===== src/rtl/dco_pkg.sv =====
// Shared constants and helpers for the ADPLL digitally controlled oscillator.
// Bank ranges, default FCW steps and the bank-code saturation function.
package dco_pkg;

  localparam int ACC_W_DEF = 16;
  localparam int FCW0_DEF  = 4096;

  localparam int L_MAX_DEF = 63;
  localparam int M_MAX_DEF = 255;
  localparam int S_MAX_DEF = 255;

  localparam int KL_DEF = 256;
  localparam int KM_DEF = 16;
  localparam int KS_DEF = 1;

  // Clip a signed bank code into the legal range [0, max].
  function automatic int sat_code(input int v, input int max);
    if (v < 0) begin
      return 0;
    end
    if (v > max) begin
      return max;
    end
    return v;
  endfunction

endpackage


===== src/rtl/dco_phase_acc.sv =====
// Phase accumulator turning an FCW into the ckv square wave, plus the smp
// event toggle that flips on every ckv transition while enabled.
module dco_phase_acc #(
  parameter int ACC_W = 16
) (
  input  logic             clk,
  input  logic             rst,
  input  logic             en,
  input  logic [ACC_W-1:0] fcw,
  output logic             ckv,
  output logic             smp
);

  logic [ACC_W-1:0] acc;
  logic [ACC_W-1:0] acc_next;
  logic             ckv_next;

  // Disabling parks the phase at zero so re-enable always starts from phase 0.
  always_comb begin
    acc_next = en ? (acc + fcw) : '0;
    ckv_next = acc_next[ACC_W-1];
  end

  always_ff @(posedge clk) begin
    if (rst) begin
      acc <= '0;
      ckv <= 1'b0;
      smp <= 1'b0;
    end else begin
      acc <= acc_next;
      ckv <= ckv_next;
      // The forced ckv drop on disable is not an oscillator edge, so smp holds.
      if (en) begin
        smp <= smp ^ (ckv_next != ckv);
      end
    end
  end

endmodule


===== src/rtl/adpll_dco.sv =====
// ADPLL DCO top: saturates the three tuning-bank codes, forms the clamped
// frequency control word and drives the phase accumulator.
module adpll_dco
  import dco_pkg::*;
#(
  parameter int ACC_W = ACC_W_DEF,
  parameter int FCW0  = FCW0_DEF,
  parameter int KL    = KL_DEF,
  parameter int KM    = KM_DEF,
  parameter int KS    = KS_DEF,
  parameter int L_MAX = L_MAX_DEF,
  parameter int M_MAX = M_MAX_DEF,
  parameter int S_MAX = S_MAX_DEF
) (
  input  logic               clk,
  input  logic               rst,
  input  logic               en,
  input  logic signed [31:0] dco_in_l,
  input  logic signed [31:0] dco_in_m,
  input  logic signed [31:0] dco_in_s,
  output logic               ckv,
  output logic               smp,
  output logic [ACC_W-1:0]   fcw
);

  localparam logic [31:0] FCW0_U  = FCW0;
  localparam logic [31:0] KL_U    = KL;
  localparam logic [31:0] KM_U    = KM;
  localparam logic [31:0] KS_U    = KS;
  // Keep f_ckv strictly below f_clk/2 so every ckv half-period is >= 1 clk.
  localparam logic [31:0] FCW_MAX = (32'd1 << (ACC_W - 1)) - 32'd1;

  logic [31:0]      l_q;
  logic [31:0]      m_q;
  logic [31:0]      s_q;
  logic [31:0]      fcw_sum;
  logic [ACC_W-1:0] fcw_next;

  always_ff @(posedge clk) begin
    if (rst) begin
      l_q <= '0;
      m_q <= '0;
      s_q <= '0;
    end else begin
      l_q <= sat_code(dco_in_l, L_MAX);
      m_q <= sat_code(dco_in_m, M_MAX);
      s_q <= sat_code(dco_in_s, S_MAX);
    end
  end

  always_comb begin
    fcw_sum  = FCW0_U + (l_q * KL_U) + (m_q * KM_U) + (s_q * KS_U);
    fcw_next = (fcw_sum > FCW_MAX) ? FCW_MAX[ACC_W-1:0] : fcw_sum[ACC_W-1:0];
  end

  always_ff @(posedge clk) begin
    if (rst) begin
      fcw <= FCW0_U[ACC_W-1:0];
    end else begin
      fcw <= fcw_next;
    end
  end

  dco_phase_acc #(
    .ACC_W (ACC_W)
  ) u_phase_acc (
    .clk (clk),
    .rst (rst),
    .en  (en),
    .fcw (fcw),
    .ckv (ckv),
    .smp (smp)
  );

endmodule


===== config.mk =====
export PLATFORM = sky130hd
export DESIGN_NAME = adpll_dco
export DESIGN_NICKNAME = d
export VERILOG_FILES = /design/src/rtl/dco_pkg.sv /design/src/rtl/dco_phase_acc.sv /design/src/rtl/adpll_dco.sv
export SDC_FILE = /design/constraint.sdc
export NUM_CORES = 1
export LEC_CHECK = 0
export CORE_MARGIN = 10
export CORE_UTILIZATION = 40
export DETAILED_ROUTE_END_ITERATION = 8
export SYNTH_ARGS = -nofsm -noshare
export SYNTH_HDL_FRONTEND = slang
export SYNTH_SLANG_ARGS = --single-unit

===== constraint.sdc =====
create_clock -name clk -period 6.21 [get_ports clk]
set_input_delay 0.9315 -clock clk [delete_from_list [all_inputs] [get_ports clk]]
set_output_delay 0.9315 -clock clk [all_outputs]
set_load 0.01 [all_outputs]

==> impl_metrics.toml, run 1 <==
[critical_path]
slowest_delay_ns = 0.86
cp-start-kind = "flop"
cp_top_family = "simple AND/OR/NAND/NOR gates"
worstPathCellList = "inv_1, fa_1, inv_1, ha_1, ha_1, nand4_1, or4_4, a21oi_1, o21ai_0, mux2i_1, a2111o_1, nor4_4, a21oi_1"
path_class = "flop to flop"
crit_fanout = 15
path_buf_inv = 2
cp_data_arrival_time_ns = 4.68
crit_slowest_cell = "nor4_4"
end_kind = "flop"
crit_required_ns = 6.46

[floorplanning]
die_w_um = 146
die_h_um = 146
start_util_pct = 41.3
row_count = 45
die-area_um2 = 21300
coreArea_um2 = 15400
io_pins = 117

[sta]
hold_violations = 0
period_share_pct = 71.4
drv_slew = 0
fmax_ghz = 0.226
setup_ws_ns = 1.78
finalSetupTns_ns = 0
post-route-min-period_ns = 4.43
rsz0062_at_grt = "false"
tightest_slew_ns = 1.04
setup_viol = 0
worst_clock_skew_ns = 0.00523
relSlewSlack_pct = 30.5

[placement]
dp.cells = 1030
place_congestion = 0.870
port_buffers = 116
preCtsSetupSlack_ns = 1.75
post-dp-hpwl_um = 11300

[cells_and_area]
area_growth_pct = 32.6
final_common_cell = "dfxtp_1"
layout_common_cells = "dfxtp_1, clkdlybuf4s50_1, inv_1"
fin_cells = 1061
drive_above_1_share_pct = 7.29
fin_nets = 1032
final_core_util_pct = 54.8
diodes = 0

[clock_network]
numCtsBuffers = 17
cts_root_buf = "clkbuf_16"
clk_pin_slew_ns = 0.05
clock_sinks = 117
post_cts_buffers = 0
cts_hold_buf = 0
h-tree-depth = 4
cts_tree = "built"
clk_latency_ns = 0.41
cts_resized = 0
clk_path_buf_depth = 2

[yosys]
synth_top_flop_cell = "dfxtp_1"
ys_types = 60
ys_ff_latch = 117
synth_area_um2 = 6350
syn_avg_cell_area_um2 = 9.75
ys_warn_count = 0
async_flop_share_pct = 0
synth_seq_area_share_pct = 36.9
synthCells = 651
synth_edf_count = 0

[global_route]
grt_overflow = 0
track_usage_pct = 13.4
antenna_found_initial = 0
grt_pass1_wl_um = 23600
grt_max_degree = 22
grt_pass1_vias = 4994

[power]
power.density_nw_per_um2 = 280
p_clk_share_pct = 35.9
power_frac_comb_pct = 29.6
p_sw_mw = 0.729
ir_worst_vdd_mv = 0.180
seqPwrFrac_pct = 34.5
p_leak_nw = 3.89
switching_share_pct = 31.0
internal_power_mw = 1.63

[drt]
drt-total-wl_um = 13900
drt_iter0_markers = 267
wl_met2_um = 6880
drtPass1Iterations = 4
wire_per_inst_um = 13.1
postRouteAntennaNets = 0
wl_met3_um = 710
drt-met1-wl_um = 6130
vias_per_cell = 4.70
via_count = 4986
remaining_drc_errors = 0
top_layer_used = "met4"

[outcome]
status = "complete, no violations"

[min_path]
min_path_type = "flop to flop"

[job]
drv_cap = 0
==> sequential cells by signal, summed over array words and instances (netlist names) <==
name,count
s_q,32
u_phase_acc.acc,15
m_q,28
fcw,16
u_phase_acc.smp,1
l_q,24
u_phase_acc.ckv,1
==> layout make-up <==
| class | count | area [um2] |
|---|---|---|
| Fill cell | 1392 | 6950 |
| Multi-Input combinational cell | 489 | 3760 |
| Sequential cell | 117 | 2340 |
| Timing Repair Buffer | 116 | 1160 |
| Clock buffer | 18 | 439 |
| Inverter | 97 | 364 |
| Tap cell | 211 | 264 |
| Clock inverter | 13 | 86.3 |
==> Yosys cell counts (7+ instances only) <==
master / count / area share (%)
dfxtp_1: 117 / 37
inv_1: 97 / 5.7
ha_1: 70 / 14
a21oi_1: 42 / 3.3
nor2_1: 29 / 1.7
o21a_1: 27 / 3.2
fa_1: 25 / 7.9
nand2_1: 22 / 1.3
o21ai_0: 21 / 1.7
nor4_1: 17 / 1.7
a21o_1: 15 / 1.8
xnor2_1: 14 / 1.9
nor3_1: 11 / 0.87
a21oi_2: 10 / 1.4
a31oi_1: 10 / 0.99
nand3_1: 10 / 0.79
xor2_1: 10 / 1.4
and3_1: 7 / 0.69
nand4_1: 7 / 0.69
==> path summary, 6_finish.rpt <==
check	from	to	cells after the start	slack (ns)
min	s_q[2]	fcw[2]	2	0.43
max reg2reg	l_q[7]	fcw[5]	13	1.78
max	l_q[7]	fcw[5]	13	1.78
min reg2reg	s_q[2]	fcw[2]	2	0.43
==> per-stage QoR <==
stage	cell area [um2]	total power, mW	hold WS (ns)
2_1_floorplan	6580	1.34	0.408
3_3_place_gp	7900	1.51	0.419
3_5_place_dp	7900	1.52	0.420
4_1_cts	8420	2.39	0.429
5_1_grt	8420	2.51	0.448
6_report	8420	2.36	0.428
==> routing by layer <==
layer	vias to the layer above	global-route usage [%]
met5	-	0
met2	103	22.1
li1	2559	-
met1	2308	15.7
met4	0	4.80
met3	16	4.91
==> power by group through the flow <==
stage          combinational, mW  clock, mW  sequential, mW
2_1_floorplan              0.516          0           0.827
5_1_grt                    0.785      0.911           0.817
3_5_place_dp               0.692          0           0.829
3_3_place_gp               0.686          0           0.828
6_report                   0.697      0.845           0.813
4_1_cts                    0.700      0.872           0.813
==> cells by family (layout without fill, tap and decap cells) <==
family | count (synthesis) | after routing | share of synthesized area (%)
AOI/OAI and AO/OA | 163 | 163 | 17.5
xor gates and xnor gates | 26 | 26 | 4.02
adders and majority gates | 95 | 95 | 21.7
buffers and inverters | 107 | 244 | 7.49
DFF | 117 | 117 | 36.9
muxes | 3 | 3 | 0.473
other | 1 | 63 | 0.0591
and+or+nand+nor | 139 | 139 | 11.9
==> worst min-delay path: stages, from the launching register on <==
cell	delay (ns)
dfxtp_1	0.29
inv_1	0.04
a21oi_1	0.05
Power figures use the tool's default switching activity.
==> run 2: changes to the inputs <==
clock period = 4.34 ns   (was 6.21 ns; I/O delays follow)
==> impl_metrics.toml, run 2 (synthesized netlist as in run 1, its figures left out) <==
[outcome]
status = "complete, no violations"

[critical_path]
path_class = "flop to flop"
path_buf_inv = 3
crit_slowest_cell = "fa_1"
slowest_delay_ns = 0.53
cp_top_family = "compound AO/OA/AOI/OAI gates"
cp-start-kind = "flop"
rr_startpoint = "l_q[1]"
end_kind = "flop"
crit_required_ns = 4.63
worstPathCellList = "inv_1, fa_1, inv_1, ha_1, ha_1, o21ai_1, o21a_1, or4_4, a21oi_1, o21ai_0, mux2i_1, a2111o_1, nor4_4, buf_4, a21oi_1"
reg2reg_slack_ns = 0.33
cp_data_arrival_time_ns = 4.31
crit_fanout = 15
crit_path_start = "l_q[1]"

[drt]
via_count = 4995
drt-total-wl_um = 14200
remaining_drc_errors = 0
drtPass1Iterations = 5
drt_iter0_markers = 192
vias_per_cell = 4.69
postRouteAntennaNets = 0
wire_per_inst_um = 13.4

[sta]
setup_viol = 0
worst_clock_skew_ns = 0.00846
fmax_ghz = 0.249
finalSetupTns_ns = 0
period_share_pct = 92.5
timing.hold.ws_ns = 0.423
tightest_slew_ns = 0.694
rsz0062_at_grt = "false"
relSlewSlack_pct = 53.5
post-route-min-period_ns = 4.01
drv_slew = 0
setup_ws_ns = 0.327
hold_violations = 0

[clock_network]
clk_latency_ns = 0.42
cts_root_buf = "clkbuf_16"
post_cts_buffers = 0
cts_hold_buf = 0
numCtsBuffers = 17
clk_pin_slew_ns = 0.06
cts_resized = 0
clk_path_buf_depth = 2
clock_sinks = 117
cts_tree = "built"
h-tree-depth = 4

[cells_and_area]
reg_top3 = "s_q (32), m_q (28), l_q (24)"
drive_above_1_share_pct = 7.62
fill_cells = 1378
fin_nets = 1034
largest_register_ffs = 32
diodes = 0
regMostFlops = "s_q"
area_growth_pct = 33.5
layout_common_cells = "dfxtp_1, clkdlybuf4s50_1, inv_1"
final_common_cell = "dfxtp_1"
design_area_um2 = 8480

[power]
ir_worst_vdd_mv = 0.273
power.density_nw_per_um2 = 410
power.total_mw = 3.48
p_sw_mw = 1.08
seqPwrFrac_pct = 33.4
power_frac_comb_pct = 28.8
internal_power_mw = 2.40
switching_share_pct = 31.1
p_leak_nw = 3.93
p_clk_share_pct = 37.8

[floorplanning]
die_h_um = 146
start_util_pct = 41.3
coreArea_um2 = 15400
die-area_um2 = 21300
io_pins = 117
row_count = 45
die_w_um = 146

[placement]
preCtsSetupSlack_ns = 0.333
place_congestion = 0.870
post-dp-hpwl_um = 11500
place_area_um2 = 7910
port_buffers = 116

[min_path]
min_path_type = "flop to flop"
worstHoldStart = "s_q[3]"

[job]
drv_cap = 0

[global_route]
grt_overflow = 0
grt_max_degree = 22
track_usage_pct = 13.6
grt_pass1_wl_um = 24000
antenna_found_initial = 0
grt_pass1_vias = 5086
## run 2: changes by cell type in the layout (fill, tap and decap cells not counted)
cell / before / now
buf_4: 0 / 2
bufinv_16: 0 / 1
clkinv_2: 6 / 4
clkinv_4: 2 / 4
clkinvlp_4: 4 / 2
inv_6: 1 / 3
## run 2: metrics by stage
step	std cells	util (%)
floorplan	713	-
global placement	1032	51.5
detailed placement	1032	51.5
CTS	1064	55.1
global route	1064	55.1
finish	1064	55.1
## run 2: worst min-delay path, stage by stage (launching register included)
cell,delay (ns)
dfxtp_1,0.29
inv_1,0.04
a21oi_1,0.05
## run 2: worst paths after layout
check            to  cells past startpoint
max          fcw[1]                     15
min          fcw[3]                      2
max reg2reg  fcw[1]                     15
min reg2reg  fcw[3]                      2
## run 2: power by group through the flow
stage	clock (mW)	combinational (mW)	sequential, mW
floorplan	0	0.739	1.18
global placement	0	0.980	1.18
global route	1.40	1.13	1.17
CTS	1.35	1.00	1.16
detailed placement	0	0.991	1.19
finish	1.31	1.00	1.16
## run 2: metal layers
metal / vias to the layer above / track usage, % / part of all wire, %
met5: - / 0 / 0
met4: 0 / 5.66 / 1.0
met3: 13 / 4.22 / 4.9
met2: 106 / 22.2 / 49
met1: 2307 / 16.2 / 45
li1: 2569 / - / -
## run 2: cell type report
| cell class | count | area [um2] | area share, % |
|---|---|---|---|
| well taps | 211 | 264 | 3.11 |
| clock inverters | 14 | 126 | 1.49 |
| multi-input cells | 489 | 3760 | 44.4 |
| repair buffers | 118 | 1180 | 13.9 |
| clock buffers | 18 | 439 | 5.18 |
| inverters | 97 | 364 | 4.30 |
| flip-flops and latches | 117 | 2340 | 27.6 |
==> run 3: changes to the inputs <==
--- a/constraint.sdc
+++ b/constraint.sdc
@@ -3,2 +3,2 @@
 set_output_delay 0.651 -clock clk [all_outputs]
-set_load 0.01 [all_outputs]
+set_load 0.05 [all_outputs]
==> results of run 3 <==
The final DEF is identical to that of run 2. Status: complete, no violations.
Main changes from that run: total power 3.48 mW -> 3.50 mW
